===== config.mk =====
export PLATFORM = sky130hd
export DESIGN_NAME = sdrc_mport_ctrl_flat
export DESIGN_NICKNAME = d
export VERILOG_FILES = /design/src/rtl/sdrc_mport_ctrl_if.sv /design/src/rtl/sdrc_mport_ctrl.sv /design/src/flat_wrapper.sv
export SDC_FILE = /design/constraint.sdc
export NUM_CORES = 2
export LEC_CHECK = 0
export CORE_MARGIN = 2
export CORE_UTILIZATION = 55
export DETAILED_ROUTE_END_ITERATION = 8
export HOLD_SLACK_MARGIN = 0.08
export PLACE_DENSITY_LB_ADDON = 0.1
export SKIP_CTS_REPAIR_TIMING = 1
export SYNTH_ARGS = -nofsm -noshare
export SYNTH_HDL_FRONTEND = slang
export SYNTH_MEMORY_MAX_BITS = 65536
export SYNTH_SLANG_ARGS = --single-unit

===== constraint.sdc =====
create_clock -name host_clk -period 4.7 [get_ports host_clk]
set_input_delay 0.705 -clock host_clk [delete_from_list [all_inputs] [get_ports host_clk]]
set_output_delay 0.705 -clock host_clk [all_outputs]
set_load 0.01 [all_outputs]

===== src/rtl/sdrc_mport_ctrl_if.sv =====
// rtl/sdrc_mport_ctrl_if.sv - host write/read ports and sdrc command/data bundle for sdrc_mport_ctrl
interface sdrc_mport_ctrl_if #(
    parameter int ADDR_W = 22,
    parameter int DATA_W = 32,
    parameter int BL_W   = 5,
    parameter int NCH    = 2
);
    logic [NCH-1:0]        wr_cmd_valid;
    logic [NCH*ADDR_W-1:0] wr_cmd_addr;
    logic [NCH*BL_W-1:0]   wr_cmd_bl_m1;
    logic [NCH-1:0]        wr_data_valid;
    logic [NCH*DATA_W-1:0] wr_data;
    logic [NCH-1:0]        wr_full;
    logic                  rd_req;
    logic [ADDR_W-1:0]     rd_addr;
    logic [BL_W-1:0]       rd_bl_m1;
    logic                  rd_grant;
    logic                  sdrc_act;
    logic [BL_W+ADDR_W:0]  sdrc_cmd;
    logic [DATA_W-1:0]     sdrc_data_in;
    logic                  sdrc_data_in_req;
    logic                  sdrc_ready;

    // controller side
    modport slave (
        input  wr_cmd_valid, wr_cmd_addr, wr_cmd_bl_m1, wr_data_valid, wr_data,
        input  rd_req, rd_addr, rd_bl_m1,
        input  sdrc_data_in_req, sdrc_ready,
        output wr_full, rd_grant, sdrc_act, sdrc_cmd, sdrc_data_in
    );

    // host and sdrc side
    modport master (
        output wr_cmd_valid, wr_cmd_addr, wr_cmd_bl_m1, wr_data_valid, wr_data,
        output rd_req, rd_addr, rd_bl_m1,
        output sdrc_data_in_req, sdrc_ready,
        input  wr_full, rd_grant, sdrc_act, sdrc_cmd, sdrc_data_in
    );
endinterface


===== src/rtl/sdrc_mport_ctrl.sv =====
// rtl/sdrc_mport_ctrl.sv - multi-channel write / single read front-end for sdrc (optional SDRC_MPORT_STARVE_GUARD_EN)
module sdrc_mport_ctrl #(
    parameter int ADDR_W = 22,
    parameter int DATA_W = 32,
    parameter int BL_W   = 5,
    parameter int NCH    = 2,
    parameter int DLOG2  = 6,
    parameter int CLOG2  = 2
) (
    input  logic             host_clk,
    input  logic             rst_n,
    sdrc_mport_ctrl_if.slave bus
);
    localparam int DDEPTH = 1 << DLOG2;
    localparam int CDEPTH = 1 << CLOG2;
    localparam int DCW    = DLOG2 + 1;
    localparam int CCW    = CLOG2 + 1;
    localparam int CEW    = BL_W + ADDR_W;
    localparam int BCW    = BL_W + 1;
    localparam int CH_W   = (NCH > 1) ? $clog2(NCH) : 1;

    typedef enum logic [2:0] {
        S_IDLE,
        S_RD_ISSUE,
        S_WR_ISSUE,
        S_RD_WAIT,
        S_WR_WAIT
    } state_t;

    state_t state_q, state_d;

    logic [NCH-1:0]        elig;
    logic [NCH-1:0]        cmd_pop;
    logic [NCH-1:0]        dat_pop;
    logic [NCH-1:0]        full_v;
    logic [NCH*CEW-1:0]    cmd_head_p;
    logic [NCH*DATA_W-1:0] dat_head_p;

    logic [CH_W-1:0]   gnt_ch_q;
    logic [BL_W-1:0]   gnt_bl_q;
    logic [BCW-1:0]    wcnt_q;
    logic [BCW-1:0]    burst_len;
    logic [CH_W-1:0]   rr_ptr_q;
    logic [CEW:0]      cmd_q;
    logic              rd_first_q;

    logic              found;
    logic [CH_W-1:0]   sel_ch;
    logic [CEW-1:0]    sel_head;
    logic              sel_rd;
    logic              sel_wr;
    logic              pop_ok;
    logic              in_wr;
    logic              guard_force;
    logic [DATA_W-1:0] data_mux;

    // per-channel command and data FIFOs, show-ahead
    for (genvar c = 0; c < NCH; c++) begin : g_ch
        logic [CEW-1:0]    cmem [CDEPTH];
        logic [CLOG2-1:0]  c_wptr, c_rptr;
        logic [CCW-1:0]    c_cnt;
        logic [DATA_W-1:0] dmem [DDEPTH];
        logic [DLOG2-1:0]  d_wptr, d_rptr;
        logic [DCW-1:0]    d_cnt;
        logic              c_push, c_pop, d_push, d_pop;
        logic [CEW-1:0]    c_head;

        // a push into a full FIFO is dropped even if a pop happens in the same cycle
        assign c_push = bus.wr_cmd_valid[c] && (c_cnt != CCW'(CDEPTH));
        assign c_pop  = cmd_pop[c] && (c_cnt != '0);
        assign d_push = bus.wr_data_valid[c] && (d_cnt != DCW'(DDEPTH));
        assign d_pop  = dat_pop[c] && (d_cnt != '0);

        assign c_head = cmem[c_rptr];
        assign cmd_head_p[c*CEW +: CEW]       = c_head;
        assign dat_head_p[c*DATA_W +: DATA_W] = dmem[d_rptr];

        // eligible once the whole burst of the head command is buffered
        assign elig[c]   = (c_cnt != '0) && (d_cnt > DCW'(c_head[CEW-1 -: BL_W]));
        assign full_v[c] = (c_cnt == CCW'(CDEPTH)) || (d_cnt == DCW'(DDEPTH));

        // command FIFO pointers and occupancy
        always_ff @(posedge host_clk or negedge rst_n) begin
            if (!rst_n) begin
                c_wptr <= '0;
                c_rptr <= '0;
                c_cnt  <= '0;
            end else begin
                if (c_push) c_wptr <= c_wptr + CLOG2'(1);
                if (c_pop)  c_rptr <= c_rptr + CLOG2'(1);
                c_cnt <= c_cnt + CCW'(c_push) - CCW'(c_pop);
            end
        end

        // command FIFO storage
        always_ff @(posedge host_clk) begin
            if (c_push) cmem[c_wptr] <= {bus.wr_cmd_bl_m1[c*BL_W +: BL_W], bus.wr_cmd_addr[c*ADDR_W +: ADDR_W]};
        end

        // data FIFO pointers and occupancy
        always_ff @(posedge host_clk or negedge rst_n) begin
            if (!rst_n) begin
                d_wptr <= '0;
                d_rptr <= '0;
                d_cnt  <= '0;
            end else begin
                if (d_push) d_wptr <= d_wptr + DLOG2'(1);
                if (d_pop)  d_rptr <= d_rptr + DLOG2'(1);
                d_cnt <= d_cnt + DCW'(d_push) - DCW'(d_pop);
            end
        end

        // data FIFO storage
        always_ff @(posedge host_clk) begin
            if (d_push) dmem[d_wptr] <= bus.wr_data[c*DATA_W +: DATA_W];
        end
    end

    assign bus.wr_full = full_v;

`ifdef SDRC_MPORT_STARVE_GUARD_EN
    logic [2:0] starve_q;

    assign guard_force = (starve_q >= 3'd4) && (|elig);

    // counts read grants that passed over an eligible writer; any write grant clears it
    always_ff @(posedge host_clk or negedge rst_n) begin
        if (!rst_n) begin
            starve_q <= '0;
        end else if (sel_wr) begin
            starve_q <= '0;
        end else if (sel_rd && (|elig) && (starve_q < 3'd4)) begin
            starve_q <= starve_q + 3'd1;
        end
    end
`else
    assign guard_force = 1'b0;
`endif

    // round-robin search for the first eligible writer starting at rr_ptr_q
    always_comb begin
        logic [2*NCH-1:0] rot;
        int               tmp;
        found  = 1'b0;
        sel_ch = '0;
        tmp    = 0;
        rot    = {elig, elig} >> rr_ptr_q;
        for (int j = 0; j < NCH; j++) begin
            if (!found && rot[j]) begin
                found = 1'b1;
                tmp   = int'(rr_ptr_q) + j;
                if (tmp >= NCH) tmp = tmp - NCH;
                sel_ch = CH_W'(tmp);
            end
        end
    end

    // head command of the selected channel, and data head of the granted channel
    always_comb begin
        sel_head = '0;
        data_mux = '0;
        for (int c = 0; c < NCH; c++) begin
            if (sel_ch == CH_W'(c))   sel_head = cmd_head_p[c*CEW +: CEW];
            if (gnt_ch_q == CH_W'(c)) data_mux = dat_head_p[c*DATA_W +: DATA_W];
        end
    end

    assign in_wr     = (state_q == S_WR_ISSUE) || (state_q == S_WR_WAIT);
    assign burst_len = BCW'(gnt_bl_q) + BCW'(1);
    assign pop_ok    = in_wr && bus.sdrc_data_in_req && (wcnt_q < burst_len);

    // next state, arbitration and FIFO pop requests
    always_comb begin
        state_d = state_q;
        sel_rd  = 1'b0;
        sel_wr  = 1'b0;
        cmd_pop = '0;
        dat_pop = '0;
        unique case (state_q)
            S_IDLE: begin
                if (bus.sdrc_ready) begin
                    if (bus.rd_req && !guard_force) begin
                        sel_rd  = 1'b1;
                        state_d = S_RD_ISSUE;
                    end else if (found) begin
                        sel_wr  = 1'b1;
                        state_d = S_WR_ISSUE;
                    end
                end
            end
            S_RD_ISSUE: state_d = S_RD_WAIT;
            S_WR_ISSUE: state_d = S_WR_WAIT;
            S_RD_WAIT: begin
                if (!rd_first_q && bus.sdrc_ready) state_d = S_IDLE;
            end
            S_WR_WAIT: begin
                if (bus.sdrc_ready && (wcnt_q == burst_len)) state_d = S_IDLE;
            end
            default: state_d = S_IDLE;
        endcase
        for (int c = 0; c < NCH; c++) begin
            cmd_pop[c] = sel_wr && (sel_ch == CH_W'(c));
            dat_pop[c] = pop_ok && (gnt_ch_q == CH_W'(c));
        end
    end

    // state, grant latch, registered command, burst counter and RR pointer
    always_ff @(posedge host_clk or negedge rst_n) begin
        if (!rst_n) begin
            state_q    <= S_IDLE;
            gnt_ch_q   <= '0;
            gnt_bl_q   <= '0;
            wcnt_q     <= '0;
            rr_ptr_q   <= '0;
            cmd_q      <= '0;
            rd_first_q <= 1'b0;
        end else begin
            state_q    <= state_d;
            rd_first_q <= (state_q == S_RD_ISSUE);
            if (sel_rd) cmd_q <= {1'b0, bus.rd_bl_m1, bus.rd_addr};
            if (sel_wr) begin
                cmd_q    <= {1'b1, sel_head};
                gnt_ch_q <= sel_ch;
                gnt_bl_q <= sel_head[CEW-1 -: BL_W];
                wcnt_q   <= '0;
                rr_ptr_q <= (sel_ch == CH_W'(NCH-1)) ? '0 : sel_ch + CH_W'(1);
            end else if (pop_ok) begin
                wcnt_q <= wcnt_q + BCW'(1);
            end
        end
    end

    assign bus.sdrc_act     = (state_q == S_RD_ISSUE) || (state_q == S_WR_ISSUE);
    assign bus.rd_grant     = (state_q == S_RD_ISSUE);
    assign bus.sdrc_cmd     = cmd_q;
    assign bus.sdrc_data_in = in_wr ? data_mux : '0;

endmodule


===== src/flat_wrapper.sv =====
// flat-port wrapper written by rule: the top's interface ports become plain ports
module sdrc_mport_ctrl_flat 
#(
    parameter int ADDR_W = 22,
    parameter int DATA_W = 32,
    parameter int BL_W   = 5,
    parameter int NCH    = 2,
    parameter int DLOG2  = 6,
    parameter int CLOG2  = 2
)
  (host_clk, rst_n, bus_wr_cmd_valid, bus_wr_cmd_addr, bus_wr_cmd_bl_m1, bus_wr_data_valid, bus_wr_data, bus_rd_req, bus_rd_addr, bus_rd_bl_m1, bus_sdrc_data_in_req, bus_sdrc_ready, bus_wr_full, bus_rd_grant, bus_sdrc_act, bus_sdrc_cmd, bus_sdrc_data_in);
  sdrc_mport_ctrl_if #(.ADDR_W(ADDR_W), .DATA_W(DATA_W), .BL_W(BL_W), .NCH(NCH)) bus_i ();
  input  logic host_clk;
  input  logic rst_n;
  input wire logic [$bits(bus_i.wr_cmd_valid)-1:0] bus_wr_cmd_valid;
  input wire logic [$bits(bus_i.wr_cmd_addr)-1:0] bus_wr_cmd_addr;
  input wire logic [$bits(bus_i.wr_cmd_bl_m1)-1:0] bus_wr_cmd_bl_m1;
  input wire logic [$bits(bus_i.wr_data_valid)-1:0] bus_wr_data_valid;
  input wire logic [$bits(bus_i.wr_data)-1:0] bus_wr_data;
  input wire logic [$bits(bus_i.rd_req)-1:0] bus_rd_req;
  input wire logic [$bits(bus_i.rd_addr)-1:0] bus_rd_addr;
  input wire logic [$bits(bus_i.rd_bl_m1)-1:0] bus_rd_bl_m1;
  input wire logic [$bits(bus_i.sdrc_data_in_req)-1:0] bus_sdrc_data_in_req;
  input wire logic [$bits(bus_i.sdrc_ready)-1:0] bus_sdrc_ready;
  output wire logic [$bits(bus_i.wr_full)-1:0] bus_wr_full;
  output wire logic [$bits(bus_i.rd_grant)-1:0] bus_rd_grant;
  output wire logic [$bits(bus_i.sdrc_act)-1:0] bus_sdrc_act;
  output wire logic [$bits(bus_i.sdrc_cmd)-1:0] bus_sdrc_cmd;
  output wire logic [$bits(bus_i.sdrc_data_in)-1:0] bus_sdrc_data_in;
  assign bus_i.wr_cmd_valid = bus_wr_cmd_valid;
  assign bus_i.wr_cmd_addr = bus_wr_cmd_addr;
  assign bus_i.wr_cmd_bl_m1 = bus_wr_cmd_bl_m1;
  assign bus_i.wr_data_valid = bus_wr_data_valid;
  assign bus_i.wr_data = bus_wr_data;
  assign bus_i.rd_req = bus_rd_req;
  assign bus_i.rd_addr = bus_rd_addr;
  assign bus_i.rd_bl_m1 = bus_rd_bl_m1;
  assign bus_i.sdrc_data_in_req = bus_sdrc_data_in_req;
  assign bus_i.sdrc_ready = bus_sdrc_ready;
  assign bus_wr_full = bus_i.wr_full;
  assign bus_rd_grant = bus_i.rd_grant;
  assign bus_sdrc_act = bus_i.sdrc_act;
  assign bus_sdrc_cmd = bus_i.sdrc_cmd;
  assign bus_sdrc_data_in = bus_i.sdrc_data_in;
  sdrc_mport_ctrl #(.ADDR_W(ADDR_W), .DATA_W(DATA_W), .BL_W(BL_W), .NCH(NCH), .DLOG2(DLOG2), .CLOG2(CLOG2)) u_core (.host_clk(host_clk), .rst_n(rst_n), .bus(bus_i));
endmodule

==> flow_metrics.env <==
export IMPL_result_of_the_run="finished, violations left"
export IMPL_failing_checks="negative setup slack"
export IMPL_worst_endpoint_required_ns=3.99
export IMPL_synth_main_ff_cell="edfxtp_1"
export IMPL_floorplan_die_height_um=560
export IMPL_ir_drop_mv=0.407
export IMPL_worst_ep_arrival_time_ns=4.21
export IMPL_num_vias=88512
export IMPL_final_util_pct=64.7
export IMPL_maximum_number_of_pins_on_one_net_before_global_route_repair=80
export IMPL_drtPass1Iterations=5
export IMPL_setup_violations_final=13
export IMPL_crit_path_end_kind="output pin"
export IMPL_slew_viol_final=0
export IMPL_grt_antenna_before_repair=29
export IMPL_synth_top_cells_by_area="edfxtp_1 76%, mux4_2 12%, mux2i_1 2.9%, dfrtp_1 1.4%, nand2_1 0.63%"
export IMPL_drt_antenna_violating_nets=0
export IMPL_avgViaCountPerCell=6.55
export IMPL_first_iter_violations=12167
export IMPL_worstSetupPathType="reg2out"
export IMPL_hold_path_end="u_core.g_ch[0].dmem[24][26]"
export IMPL_worst_hold_slack_ns=0.159
export IMPL_final_min_period_over_clock_period_pct=105
export IMPL_detailedPlace_worstSlack_ns=-0.149
export IMPL_grt_util_met2_pct=49.8
export IMPL_cp_startpoint="u_core.g_ch[0].d_rptr[0]"
export IMPL_synth_ff_latch_count=4409
export IMPL_setup_reg_to_reg_worst_slack_ns=0.82
export IMPL_rsz0062_at_grt="yes"
export IMPL_cts_root_buffer_cell="clkbuf_16"
export IMPL_critical_path_reg2reg_endpoint="u_core.g_ch[1].c_cnt[2]"
export IMPL_leakagePower_nw=65.1
export IMPL_hold_vio_cnt_final=0
export IMPL_grt_first_pass_wirelength_mm=665
export IMPL_synth_lib_cells_used_distinct=69
export IMPL_start_kind="flip-flop"
export IMPL_core_area_sq_um=309000
export IMPL_place_gp_congestion=0.833
export IMPL_synth_warnings=0
export IMPL_postSynth_asyncResetShare_pct=2.20
export IMPL_final_min_clock_period_ns=4.92
export IMPL_groute_layer_met3_usage_pct=4.71
export IMPL_clk_transition_reported_paths_ns=0.06
export IMPL_overall_fraction_of_global_route_tracks_in_use_pct=30.1
export IMPL_design_final_nets=9205
export IMPL_num_rows=204
export IMPL_detailed_place_hpwl_mm=275
export IMPL_dieWidth_um=560
export IMPL_slew_headroom_pct=6.37
export IMPL_synthCells=8052
export IMPL_rr_startpoint="u_core.g_ch[0].c_rptr[0]"
export IMPL_synth_common_cells="4,312 x edfxtp_1, 893 x mux4_2, 501 x mux2i_1, 286 x nand2_1, 250 x nor2_1"
export IMPL_hold_path_cell_count=1
export IMPL_tritoncts="built"
export IMPL_cts_buffer_depth=4
export IMPL_power_density_nw_per_um2=577
export IMPL_mappedNetlistArea_sq_um=170000
export IMPL_max_freq_mhz=203
export IMPL_synth_enable_flop_cells=4312
export IMPL_synthesized_area_per_cell_sq_um=21.1
export IMPL_totalWireLength_mm=483
export IMPL_globalRouteOverflowTotal=0
export IMPL_cp_max_fo=7
export IMPL_finClkSkew_ns=0.0367
export IMPL_via_count_of_the_first_global_routing_pass=87768
export IMPL_tritoncts_num_buffers=443
export IMPL_hold_path_startpoint="bus_wr_data[26]"
export IMPL_yosysSeqAreaShare_pct=77.5
export IMPL_hold_class="in2reg"
export IMPL_areaGrowthSynthToFinish_pct=17.3
export IMPL_grt_use_met1_pct=40.9
export IMPL_final_layout_size_suffix_gt1_share_pct=29.1
export IMPL_post_route_worst_setup_slack_ns=-0.218
export IMPL_mappedNetlistNets=8264
export IMPL_ios=218
export IMPL_starting_density_of_the_core_pct=55.2
export IMPL_finalSetupTns_ns=-1.24
export IMPL_drc=0
export IMPL_worst_skew_pair_late_latency_ns=0.99
export IMPL_timing_max_cap_violations=0
export IMPL_rr_worst_depth=14
export IMPL_post_synth_top_area_cell="edfxtp_1"
export IMPL_clock_tree_htree_level_count=5
export IMPL_worst_slew_pin_transition_ns=1.40
export IMPL_yosysMostFrequentCell="edfxtp_1"
export IMPL_floorplan_die_area_sq_um=314000
export IMPL_port_buffers=217
export IMPL_globalRoute_busiestLayer="met2"
export IMPL_post_synth_top_area_fraction_pct=76.0
export IMPL_cts_sinks=4409
export IMPL_routedWlPerCell_um=35.8
==> power breakdown <==
part           internal [mW]  switching (mW)  total (mW)
registers               45.3           0.835        46.1
clock network           19.3            14.9        34.2
logic                   15.5            19.5        34.9
==> how the worst max path moves through the flow <==
| stage | to | slack (ns) | cells past startpoint |
|---|---|---|---|
| after detailed placement | bus_sdrc_data_in[31] | -0.15 | 9 |
| after CTS | bus_sdrc_data_in[31] | -1.22 | 9 |
| after floorplan | u_core.g_ch[0].c_cnt[2] | 0.40 | 19 |
| after global routing | bus_sdrc_data_in[10] | -0.28 | 12 |
| after global placement | bus_sdrc_data_in[18] | -0.54 | 9 |
| final | bus_sdrc_data_in[10] | -0.22 | 12 |
==> placed cells by master (no fill, tap or decap), types with 34 or more instances in the layout <==
cell type / n
edfxtp_1: 4312
mux4_2: 893
mux2i_1: 489
buf_4: 482
clkbuf_16: 479
nand2_1: 273
nor2_4: 130
o22ai_1: 129
a21oi_1: 121
clkdlybuf4s50_1: 121
buf_12: 121
nor2_1: 107
clkinv_1: 107
o21ai_0: 105
clkinv_2: 98
clkbuf_1: 90
nand3_1: 84
dfrtp_1: 84
buf_2: 70
inv_1: 62
a211oi_1: 55
o221ai_1: 55
ha_1: 54
buf_6: 47
a22oi_1: 40
a31oi_1: 39
and3_1: 38
bufinv_16: 34
==> cells by family (layout without fill, tap and decap cells) <==
logic type,Yosys count,count (layout),synth area share [%]
compound gates,830,830,3.32
xor+xnor,47,47,0.242
fa+ha+maj,58,58,0.444
buf+inv,509,1832,1.57
flops,4409,4409,77.5
mux,1424,1424,15.0
other cells,0,8,0
simple gates,775,775,2.01
==> metrics by stage <==
step	instance area (sq um)	power [mW]	cells
after CTS	196000	112	13354
after detailed placement	182000	78.3	12527
final	200000	115	13503
after global placement	182000	77.9	12525
after floorplan	170000	65.7	8052
after global routing	200000	119	13500
==> layer usage <==
metal	vias to the layer above	wire length, um
met1	47453	183000
met4	22	18400
met3	851	40500
met2	4559	241000
met5	-	127
li1	35627	-
==> state kept, by name, indices dropped and copies added (netlist names), 3 cells and up <==
name and flops:
u_core.g_ch.dmem 4096, u_core.g_ch.cmem 216, u_core.bus.sdrc_cmd 28, u_core.g_ch.d_cnt 14, u_core.g_ch.d_rptr 12, u_core.g_ch.d_wptr 12
u_core.g_ch.c_cnt 6, u_core.wcnt_q 6, u_core.gnt_bl_q 5, u_core.g_ch.c_rptr 4, u_core.g_ch.c_wptr 4, u_core.state_q 3
==> area by class of cell <==
cell class                      count  area, sq um
Tap cell                         4120         5150
Inverter                           69          275
Sequential cell                  4409       132000
Clock buffer                      539        11500
Clock inverter                    288         2560
Fill cell                       20480       109000
Multi-Input combinational cell   3134        38200
Timing Repair Buffer              936        10100
Antenna cell                        8         20.0
==> critical path, cell delays in order (launching register included) <==
cell and delay [ns]:
dfrtp_4 0.50, buf_8 0.18, clkbuf_16 0.17, buf_6 0.16
mux4_2 0.51, mux4_2 0.50, nor2_1 0.12, nor3_1 0.09
buf_4 0.19, a311oi_2 0.30, buf_6 0.20, a31oi_1 0.11
clkbuf_2 0.19
Note: power is estimated with default switching activity, not from simulation.
